File: src/rtl/a51_key_pkg.sv
// Shared state encoding and PS/2 set-2 control codes for the A5/1 key entry path.
package a51_key_pkg;

  typedef enum logic [1:0] {IDLE, BREAK, EXT, DONE} state_t;

  localparam logic [7:0] SC_BREAK = 8'hF0;
  localparam logic [7:0] SC_EXT   = 8'hE0;
  localparam logic [7:0] SC_ENTER = 8'h5A;
  localparam logic [7:0] SC_BKSP  = 8'h66;

  localparam int NUM_NIBBLES = 16;

endpackage

File: src/rtl/ps2_hex_decode.sv
// Combinational PS/2 set-2 make code to hex nibble map (0-9, A-F).
module ps2_hex_decode (
  input  logic [7:0] scan_code,
  output logic       is_hex,
  output logic [3:0] nibble
);

  always_comb begin
    is_hex = 1'b1;
    nibble = 4'h0;
    case (scan_code)
      8'h45: nibble = 4'h0;
      8'h16: nibble = 4'h1;
      8'h1E: nibble = 4'h2;
      8'h26: nibble = 4'h3;
      8'h25: nibble = 4'h4;
      8'h2E: nibble = 4'h5;
      8'h36: nibble = 4'h6;
      8'h3D: nibble = 4'h7;
      8'h3E: nibble = 4'h8;
      8'h46: nibble = 4'h9;
      8'h1C: nibble = 4'hA;
      8'h32: nibble = 4'hB;
      8'h21: nibble = 4'hC;
      8'h23: nibble = 4'hD;
      8'h24: nibble = 4'hE;
      8'h2B: nibble = 4'hF;
      default: is_hex = 1'b0;
    endcase
  end

endmodule

File: src/rtl/ps2_key_entry.sv
// PS/2 hex key entry feeding the A5/1 key register one nibble per keystroke, MSB first.
// Define KEY_ENTRY_BACKSPACE_EN to let Backspace (66) erase the last nibble, also from DONE.
module ps2_key_entry #(
  parameter int NUM_NIBBLES = 16,
  parameter int IDX_W       = 4
) (
  input  logic             clk,
  input  logic             reset,
  input  logic             scan_valid,
  input  logic [7:0]       scan_code,
  output logic [3:0]       ps2data_out,
  output logic [IDX_W-1:0] keyindex,
  output logic             write_enable,
  output logic [4:0]       count,
  output logic             key_full,
  output logic             key_done
);

  import a51_key_pkg::*;

  localparam logic [4:0] FULL_CNT = 5'(NUM_NIBBLES);
  localparam logic [4:0] LAST_IDX = 5'(NUM_NIBBLES - 1);

  state_t     state_reg;
  logic       is_hex;
  logic [3:0] nibble;

  ps2_hex_decode u_decode (
    .scan_code (scan_code),
    .is_hex    (is_hex),
    .nibble    (nibble)
  );

  assign key_full = (count == FULL_CNT);

  always_ff @(posedge clk or posedge reset) begin
    if (reset) begin
      state_reg    <= IDLE;
      count        <= 5'd0;
      ps2data_out  <= 4'h0;
      keyindex     <= '0;
      write_enable <= 1'b0;
      key_done     <= 1'b0;
    end else begin
      write_enable <= 1'b0;
      key_done     <= 1'b0;
      if (scan_valid) begin
        case (state_reg)
          IDLE: begin
            if (scan_code == SC_BREAK) begin
              state_reg <= BREAK;
            end else if (scan_code == SC_EXT) begin
              state_reg <= EXT;
            end else if (is_hex) begin
              if (count < FULL_CNT) begin
                write_enable <= 1'b1;
                keyindex     <= IDX_W'(LAST_IDX - count);
                ps2data_out  <= nibble;
                count        <= count + 5'd1;
              end
            end else if (scan_code == SC_ENTER) begin
              if (count == FULL_CNT) begin
                key_done  <= 1'b1;
                state_reg <= DONE;
              end
`ifdef KEY_ENTRY_BACKSPACE_EN
            end else if (scan_code == SC_BKSP) begin
              if (count != 5'd0) begin
                write_enable <= 1'b1;
                keyindex     <= IDX_W'(FULL_CNT - count);
                ps2data_out  <= 4'h0;
                count        <= count - 5'd1;
              end
`endif
            end
          end
          BREAK: state_reg <= IDLE;
          // Extended sequences are dropped entirely, so keypad Enter never completes a key.
          EXT: state_reg <= (scan_code == SC_BREAK) ? BREAK : IDLE;
          DONE: begin
`ifdef KEY_ENTRY_BACKSPACE_EN
            if (scan_code == SC_BKSP && count != 5'd0) begin
              write_enable <= 1'b1;
              keyindex     <= IDX_W'(FULL_CNT - count);
              ps2data_out  <= 4'h0;
              count        <= count - 5'd1;
              state_reg    <= IDLE;
            end
`endif
          end
          default: state_reg <= IDLE;
        endcase
      end
    end
  end

endmodule

File: config.mk
export PLATFORM = sky130hd
export DESIGN_NAME = ps2_key_entry
export DESIGN_NICKNAME = d
export VERILOG_FILES = /design/src/rtl/a51_key_pkg.sv /design/src/rtl/ps2_hex_decode.sv /design/src/rtl/ps2_key_entry.sv
export SDC_FILE = /design/constraint.sdc
export NUM_CORES = 1
export LEC_CHECK = 0
export ABC_AREA = 1
export BUFFER_PORTS_ARGS = -buffer_cell sky130_fd_sc_hd__buf_2
export CORE_UTILIZATION = 54
export CTS_CLUSTER_SIZE = 40
export DETAILED_ROUTE_END_ITERATION = 8
export PLACE_DENSITY = 0.79
export SYNTH_ARGS = -nofsm -noshare
export SYNTH_HDL_FRONTEND = slang
export SYNTH_SLANG_ARGS = --single-unit
File: constraint.sdc
create_clock -name clk -period 1.95 [get_ports clk]
set_input_delay 0.195 -clock clk [delete_from_list [all_inputs] [get_ports clk]]
set_output_delay 0.195 -clock clk [all_outputs]
set_load 0.005 [all_outputs]
-- Yosys cells after proc, flatten, opt, wreduce, memory -nomap -nowiden
Index checks and enable logic that the tools add are counted.
Widths: inputs -> output; s select.
- flip-flop bits (word level): 17
- logic and storage cells: 63
- output and inout bits: 16
- input port bits: 11
- add/subtract/negate cells: 2
- bitwise operators: 2
- multiplexer cells: 22
- reductions and logical operators: 5
- equal/unequal tests: 25
- magnitude comparators: 1
- operators with widths (operator ; number):
    $eq 8x6->1 const B ; 11
    $pmux 4 s15 ; 1
    $eq 8x5->1 const B ; 3
    $eq 8x7->1 const B ; 3
    $eq 8x8->1 const B ; 2
    $reduce_or 16->1 ; 1
    $mux 1 ; 15
    $ne 4x4->1 const B ; 3
    $mux 2 ; 5
    $pmux 2 s3 ; 1
    $reduce_and 6->1 ; 1
    $add 5x1->5 const B ; 1
    $eq 5x5->1 const B ; 1
    $lt 5x5->1 const B ; 1
    $reduce_and 5->1 ; 1
    $sub 4x4->4 const A ; 1
    $reduce_bool 3->1 ; 1
    $eq 2x1->1 const B ; 1
    $eq 2x2->1 const B ; 1
    $logic_not 2->1 ; 1
    $not 1->1 ; 2

-- Longest topological paths before layout
Gate-level depths: netlist of the first run.
- depth in word-level cells: 8
- mapped depth: 13
- gate-level depth less buffers: 12

-- Cells and area by module
From an unflattened synthesis of the first run, not the netlist that was laid out.
- cells, all modules: 181
- area, all modules: 1223.7 um2
- modules (own cells, without submodules) (module ; area an instance (um2) ; sequential area each (um2) ; times used ; cells an instance):
    ps2_key_entry ; 909.6 ; 400.4 ; 1 ; 111
    ps2_hex_decode ; 314.1 ; 0.0 ; 1 ; 70

-- Worst setup path after synthesis of the first run
Ideal clock, no wire load.
- path kind: reg-to-reg
- start: register state_reg[0]
- end: register count[2]
- arrival time: 1.300 ns
- period minus slack after synthesis: 1.415 ns
- cell stages (with the launch flop): 11
- data required time: 1.835 ns
- setup time: 0.115 ns
- buffers on the path: 1
- path slack: 0.535 ns
- path through: dfrtp_1 inv_1 ha_1 inv_1 a31oi_2 nand2_2 nor2_4 nand2_4 buf_12 nand2_2 nand2_2
- longest elaborated chain between the ends: 2
- RTL lines (what ; RTL line ; text):
    start, declared ; ps2_key_entry.sv:24 ; state_t state_reg;
    start signal, assigned ; ps2_key_entry.sv:79 ; EXT: state_reg <= (scan_code == SC_BREAK) ? BREAK : IDLE;
    $logic_not 2->1 ; ps2_key_entry.sv:48 ; case (state_reg)
    $reduce_and 6->1 (no source line) ; -- ;
    end signal, assigned ; ps2_key_entry.sv:59 ; count <= count + 5'd1;
    end, declared ; ps2_key_entry.sv:14 ; output logic [4:0] count,
Every way passes these cells.
A chain may end at the register's enable or synchronous reset.

-- Worst setup path in the final report of the first run
- start: register state_reg[0]
- end: register keyindex[0]
- longest elaborated chain between the ends: 2
- RTL lines (what ; RTL line ; text):
    $logic_not 2->1 ; ps2_key_entry.sv:48 ;
    $reduce_and 6->1 (no source line) ; -- ;
    end signal, assigned ; ps2_key_entry.sv:57 ; keyindex <= IDX_W'(LAST_IDX - count);
    end, declared ; ps2_key_entry.sv:12 ; output logic [IDX_W-1:0] keyindex,
Every way passes these cells.

==> results.json, run 1 <==
{
  "leakagePower_nw": 0.825,
  "synth_top_area_share_pct": 32.2,
  "synthTopCellsByArea": "dfrtp_1, nand2_1, nand3_1",
  "fin_area_um2": 1410,
  "avgSynthCellArea_um2": 7.07,
  "vias_per_cell": 5.16,
  "place.gp.congestion": 0.835,
  "route.detailed.drc": 0,
  "crit_type": "flip-flop to flip-flop",
  "synth_edf_count": 0,
  "critical_path_arrival_ns": 1.87,
  "timing.fmax_ghz": 0.593,
  "final_nets": 219,
  "insertion_delay_ns": 0.29,
  "async_flop_share_pct": 100,
  "cts-buffers-inserted": 3,
  "synthesis.nets": 191,
  "ant_nets": 0,
  "status": "finished clean",
  "die_y_um": 50.0,
  "worst-endpoint-required_ns": 2.13,
  "top_layer": "met4",
  "p_clk_share_pct": 34.8,
  "yosysMostFrequentCell": "nand2_1",
  "rsz0062_at_grt": "no",
  "clk_pin_slew_ns": 0.09,
  "die_width_um": 50.0,
  "syn_area_um2": 1240,
  "setup_tns_ns": 0,
  "path_max_fanout": 13,
  "seq_power_share_pct": 52.8,
  "cpMaxStageDelayCell": "dfrtp_1",
  "dpl_cell_area_um2": 1360,
  "final_util_pct": 64.3,
  "grt_max_degree": 17,
  "syn_inst": 176,
  "crit_family": "simple AND/OR/NAND/NOR gates",
  "finalHoldViolCount": 0,
  "post_cts_buffers": 0,
  "tightest_slew_ns": 0.594,
  "wl_met3_um": 124,
  "yosysWarnings": 0,
  "yosysSeqAreaShare_pct": 32.2,
  "cts_buffer_depth": 2,
  "grtUsageTotal_pct": 23.7,
  "synth_cell_types": 23,
  "critPathBufInv": 2,
  "drive_above_1_share_pct": 31.5,
  "cp_cell_sequence": "inv_1, ha_1, inv_1, a31oi_2, nand2_2, nor2_4, nand2_4, nand2_2, nand2_1",
  "place_hpwl_um": 2090,
  "drt_iter0_drc": 34,
  "die-area_um2": 2500,
  "p_int_w": 0.000469,
  "synth_area_leader_cell": "dfrtp_1",
  "num_rows": 17,
  "slew_headroom_pct": 60.3,
  "clock_sinks": 16,
  "fill_cells": 190,
  "pwr-share-comb_pct": 12.4,
  "reg_top3": "count: 4 flops, keyindex: 4 flops, ps2data_out: 4 flops",
  "synth-seq-cells": 16,
  "htree_levels": 1,
  "powerDensity_nw_per_um2": 446,
  "grt_pass1_vias": 1075,
  "wire_per_inst_um": 11.1,
  "portBuffers": 26,
  "max_stage_delay_ns": 0.39,
  "cap_violations": 0,
  "diodes": 0,
  "cts_tree": "yes",
  "finalMaxSlewViolations": 0,
  "cp-end-kind": "flip-flop",
  "overflow": 0,
  "ios": 27,
  "p_sw_share_pct": 25.4,
  "syn_to_final_growth_pct": 13.3,
  "critPathLaunchType": "flip-flop",
  "switching_power_w": 0.000159,
  "wl_met2_um": 1280,
  "vdd_drop_max_v": 0.000447,
  "skew_ns": 0.00511,
  "firstDrtPassIters": 4,
  "synth_common_cells": "nand2_1, nand3_1, nor2_1, inv_1, dfrtp_1",
  "core-area_um2": 2190,
  "p_total_w": 0.000628,
  "root_buffer": "clkbuf_4",
  "antenna_found_initial": 0,
  "grt_pass1_wl_um": 4530,
  "via_count": 1191,
  "synth_flop_cell": "dfrtp_1",
  "setup_viol": 0,
  "min_period_over_period_pct": 86.4,
  "hold_class": "input pin to flip-flop",
  "wl_met1_um": 1120,
  "period_needed_ns": 1.68,
  "wl_um": 2570,
  "initial_core_util_pct": 56.8
}
[worst min-delay path, stage by stage]
cell and delay [ns]:
buf_2 0.11, nand2_2 0.09, nor2_1 0.05
[layout make-up]
cell class | count | area [µm²] | area share, %
clock buffer | 4 | 36.3 | 2.58
sequential | 16 | 400 | 28.4
timing repair buffer | 27 | 140 | 9.95
multi-input combinational | 132 | 707 | 50.2
tap | 28 | 35.0 | 2.49
inverter | 24 | 90.1 | 6.39
[what timing repair did]
item                                   CTS  global route
hold buffers                             1             0
resized for setup                        0             0
endpoints found under the hold margin   16             0
[worst paths after layout]
path | cells after the start | startpoint | slack [ns] | to
max reg2reg | 9 | state_reg[0]$_DFFE_PP0P_ | 0.27 | keyindex[0]$_DFFE_PP0P_
max | 9 | state_reg[0]$_DFFE_PP0P_ | 0.27 | keyindex[0]$_DFFE_PP0P_
min reg2reg | 2 | ps2data_out[3]$_DFFE_PP0P_ | 0.47 | ps2data_out[3]$_DFFE_PP0P_
min | 3 | scan_valid | 0.20 | key_done$_DFF_PP0_
max in group asynchronous | 3 | reset | 1.06 | state_reg[0]$_DFFE_PP0P_
min in group asynchronous | 3 | reset | 0.51 | write_enable$_DFF_PP0_
[per-stage QoR]
| step | setup WS [ns] | cells | hold slack [ns] |
|---|---|---|---|
| 4_1_cts | 0.249 | 231 | 0.197 |
| 6_report | 0.265 | 231 | 0.197 |
| 2_1_floorplan | 0.535 | 176 | 0.109 |
| 3_3_place_gp | 0.372 | 226 | 0.267 |
| 3_5_place_dp | 0.259 | 226 | 0.296 |
| 5_1_grt | 0.144 | 231 | 0.212 |
[kinds of logic after synthesis]
| group | synth area share (%) |
|---|---|
| AOI/OAI and AO/OA | 4.53 |
| xor gates and xnor gates | 2.11 |
| adders and majority gates | 4.02 |
| buffers and inverters | 11.0 |
| DFF | 32.2 |
| and+or+nand+nor | 46.2 |
[routing by layer]
layer / global-route usage [%] / vias to the layer above
met5: 0 / -
met2: 40.2 / 41
met1: 29.8 / 537
met4: 7.14 / 0
li1: - / 607
met3: 4.63 / 6
[power groups by stage]
| stage | registers [W] | clock network (W) | logic (W) |
|---|---|---|---|
| finish | 0.000332 | 0.000218 | 0.0000779 |
| global route | 0.000332 | 0.000234 | 0.0000878 |
| CTS | 0.000332 | 0.000225 | 0.0000775 |
| detailed placement | 0.000339 | 0 | 0.0000761 |
| global placement | 0.000339 | 0 | 0.0000718 |
| floorplan | 0.000339 | 0 | 0.0000487 |
[layout by cell type, fill, tap and decap left out, types with 2 or more instances in the layout]
master,n
dfrtp_1,16
nand2_1,42
nand2_4,3
nor2_1,22
inv_2,5
xor2_1,3
inv_1,19
nor3_1,2
nor2_2,4
ha_1,4
nand2_2,15
o21ai_1,3
a21oi_1,3
clkbuf_4,3
nor2_4,4
nand3_1,22
buf_2,26
Note: power is estimated with default switching activity, not from simulation.
==> run 2: changes to the inputs <==
- ABC_AREA: 1 -> default
- CORE_UTILIZATION: 54 -> 53
- PLACE_DENSITY: 0.79 -> 0.78
==> results.json, run 2 <==
{
  "leakagePower_nw": 0.740,
  "avgSynthCellArea_um2": 9.26,
  "hold_class": "input pin to flip-flop",
  "worst-endpoint-required_ns": 2.12,
  "grt_pass1_vias": 1028,
  "yosysMostFrequentCell": "dfrtp_1",
  "p_clk_share_pct": 18.2,
  "synth-seq-cells": 16,
  "powerDensity_nw_per_um2": 783,
  "grt_pass1_wl_um": 4850,
  "cap_violations": 0,
  "slew_headroom_pct": 60.3,
  "period_needed_ns": 1.90,
  "pwr-share-comb_pct": 43.2,
  "overflow": 0,
  "timing.fmax_ghz": 0.526,
  "place_hpwl_um": 2150,
  "status": "finished clean",
  "clk_pin_slew_ns": 0.08,
  "seq_power_share_pct": 38.6,
  "die_y_um": 49.9,
  "diodes": 0,
  "synth_flop_cell": "dfrtp_1",
  "synthTopCellsByArea": "dfrtp_1, mux2i_1, ha_1",
  "switching_power_w": 0.000404,
  "cts_tree": "yes",
  "setup_viol": 0,
  "async_flop_share_pct": 100,
  "finalHoldViolCount": 0,
  "fin_area_um2": 1510,
  "initial_core_util_pct": 58.9,
  "synth_edf_count": 0,
  "setup_slack_ns": 0.0477,
  "yosysSeqAreaShare_pct": 33.0,
  "grtUsageTotal_pct": 25.8,
  "drive_above_1_share_pct": 36.5,
  "critPathLaunchType": "flip-flop",
  "wire_per_inst_um": 14.1,
  "htree_levels": 1,
  "seq_area_um2": 400,
  "portBuffers": 26,
  "rsz0062_at_grt": "yes",
  "synth_top_area_share_pct": 33.0,
  "syn_to_final_growth_pct": 24.5,
  "finalMaxSlewViolations": 0,
  "via_count": 1076,
  "syn_inst": 131,
  "dpl_cell_area_um2": 1450,
  "final_common_cell": "buf_2",
  "min_period_over_period_pct": 97.6,
  "vdd_drop_max_v": 0.000740,
  "vias_per_cell": 5.46,
  "tightest_slew_ns": 0.594,
  "grt_max_degree": 17,
  "final_cell_mix": "buf_2, buf_4, dfrtp_1",
  "critical_path_arrival_ns": 2.07,
  "p_int_w": 0.000779,
  "path_max_fanout": 2,
  "multiInputGateArea_um2": 717,
  "synth_cell_types": 51,
  "synth_common_cells": "dfrtp_1, inv_1, mux2i_1, nand2_1, nand2b_1",
  "clock_sinks": 16,
  "crit_type": "flip-flop to flip-flop",
  "die_width_um": 49.9,
  "reg_top3": "count: 4 flops, keyindex: 4 flops, ps2data_out: 4 flops",
  "p_sw_share_pct": 34.2,
  "synth_area_leader_cell": "dfrtp_1",
  "cts_buffer_depth": 2,
  "cts-buffers-inserted": 3,
  "die-area_um2": 2490,
  "yosysWarnings": 0,
  "final_nets": 186,
  "wl_um": 2770,
  "place.gp.congestion": 0.862,
  "firstDrtPassIters": 4,
  "cp-end-kind": "flip-flop",
  "skew_ns": 0.00960,
  "core-area_um2": 2060,
  "insertion_delay_ns": 0.29,
  "drt_iter0_drc": 34,
  "num_rows": 16,
  "route.detailed.drc": 0,
  "ant_nets": 0,
  "ios": 27,
  "synthesis.nets": 146,
  "antenna_found_initial": 0,
  "fill_cells": 151,
  "place_ws_ns": -0.0350,
  "root_buffer": "clkbuf_4",
  "setup_tns_ns": 0,
  "syn_area_um2": 1210
}
[run 2: cells by family (layout without fill, tap and decap cells)]
group / after synthesis / after routing / share of synthesized area [%]
flops: 16 / 16 / 33.0
fa+ha+maj: 4 / 4 / 4.12
mux: 9 / 9 / 7.73
simple gates: 49 / 49 / 26.2
xor+xnor: 5 / 5 / 4.23
buf+inv: 22 / 61 / 8.66
compound gates: 26 / 26 / 16.1
[run 2: layout make-up]
| type | count | share of cell area [%] |
|---|---|---|
| clock buffer | 4 | 2.40 |
| inverter | 12 | 2.98 |
| multi-input combinational | 93 | 47.4 |
| sequential | 16 | 26.5 |
| tap | 27 | 2.24 |
| timing repair buffer | 45 | 18.5 |
[run 2: repair_timing]
action | in CTS | in global routing
endpoints found under the hold margin | 16 | 0
buffers inserted | 0 | 1
endpoints found under the setup margin | 0 | 3
resized for setup | 0 | 3
hold buffers | 1 | 0
[run 2: power groups by stage]
stage	logic, W	registers [W]	clock network, W
floorplan	0.000293	0.000478	0
global placement	0.000473	0.000456	0
detailed placement	0.000504	0.000462	0
CTS	0.000508	0.000454	0.000222
global route	0.000576	0.000468	0.000239
finish	0.000511	0.000456	0.000216
[run 2: per-layer routing]
layer	up-vias	track usage, %	wire, µm	share of wire [%]
met4	0	5.24	14	0.51
met1	498	34.1	1300	47
li1	548	-	-	-
met5	-	0	0	0
met2	28	42.8	1340	48
met3	2	5.86	108	3.9
[run 2: worst max-delay path, stage by stage (launching register included)]
cell and delay (ns):
dfrtp_1 0.40, nor4_2 0.31, and2_4 0.20, nand4_1 0.11, and3b_1 0.21, nor3b_2 0.21, mux2_2 0.36
[run 2: metrics by stage]
stage,utilization (%),total power [W],instances,hold WS (ns)
floorplan,-,0.000771,131,0.109
global placement,70.1,0.000929,191,0.266
detailed placement,70.1,0.000966,191,0.284
CTS,72.3,0.00118,196,0.169
global route,73.3,0.00128,197,0.159
finish,73.3,0.00118,197,0.178
[run 2: final timing paths]
path / start / end / slack (ns) / depth (start not counted)
max in group asynchronous: reset / count[1]$_DFFE_PP0P_ / 1.05 / 3
hold / removal: scan_valid / key_done$_DFF_PP0_ / 0.18 / 3
setup reg to reg: count[1]$_DFFE_PP0P_ / state_reg[1]$_DFFE_PP0P_ / 0.05 / 6
min in group asynchronous: reset / write_enable$_DFF_PP0_ / 0.50 / 3
hold reg to reg: ps2data_out[2]$_DFFE_PP0P_ / ps2data_out[2]$_DFFE_PP0P_ / 0.53 / 2
setup / recovery: count[1]$_DFFE_PP0P_ / state_reg[1]$_DFFE_PP0P_ / 0.05 / 6
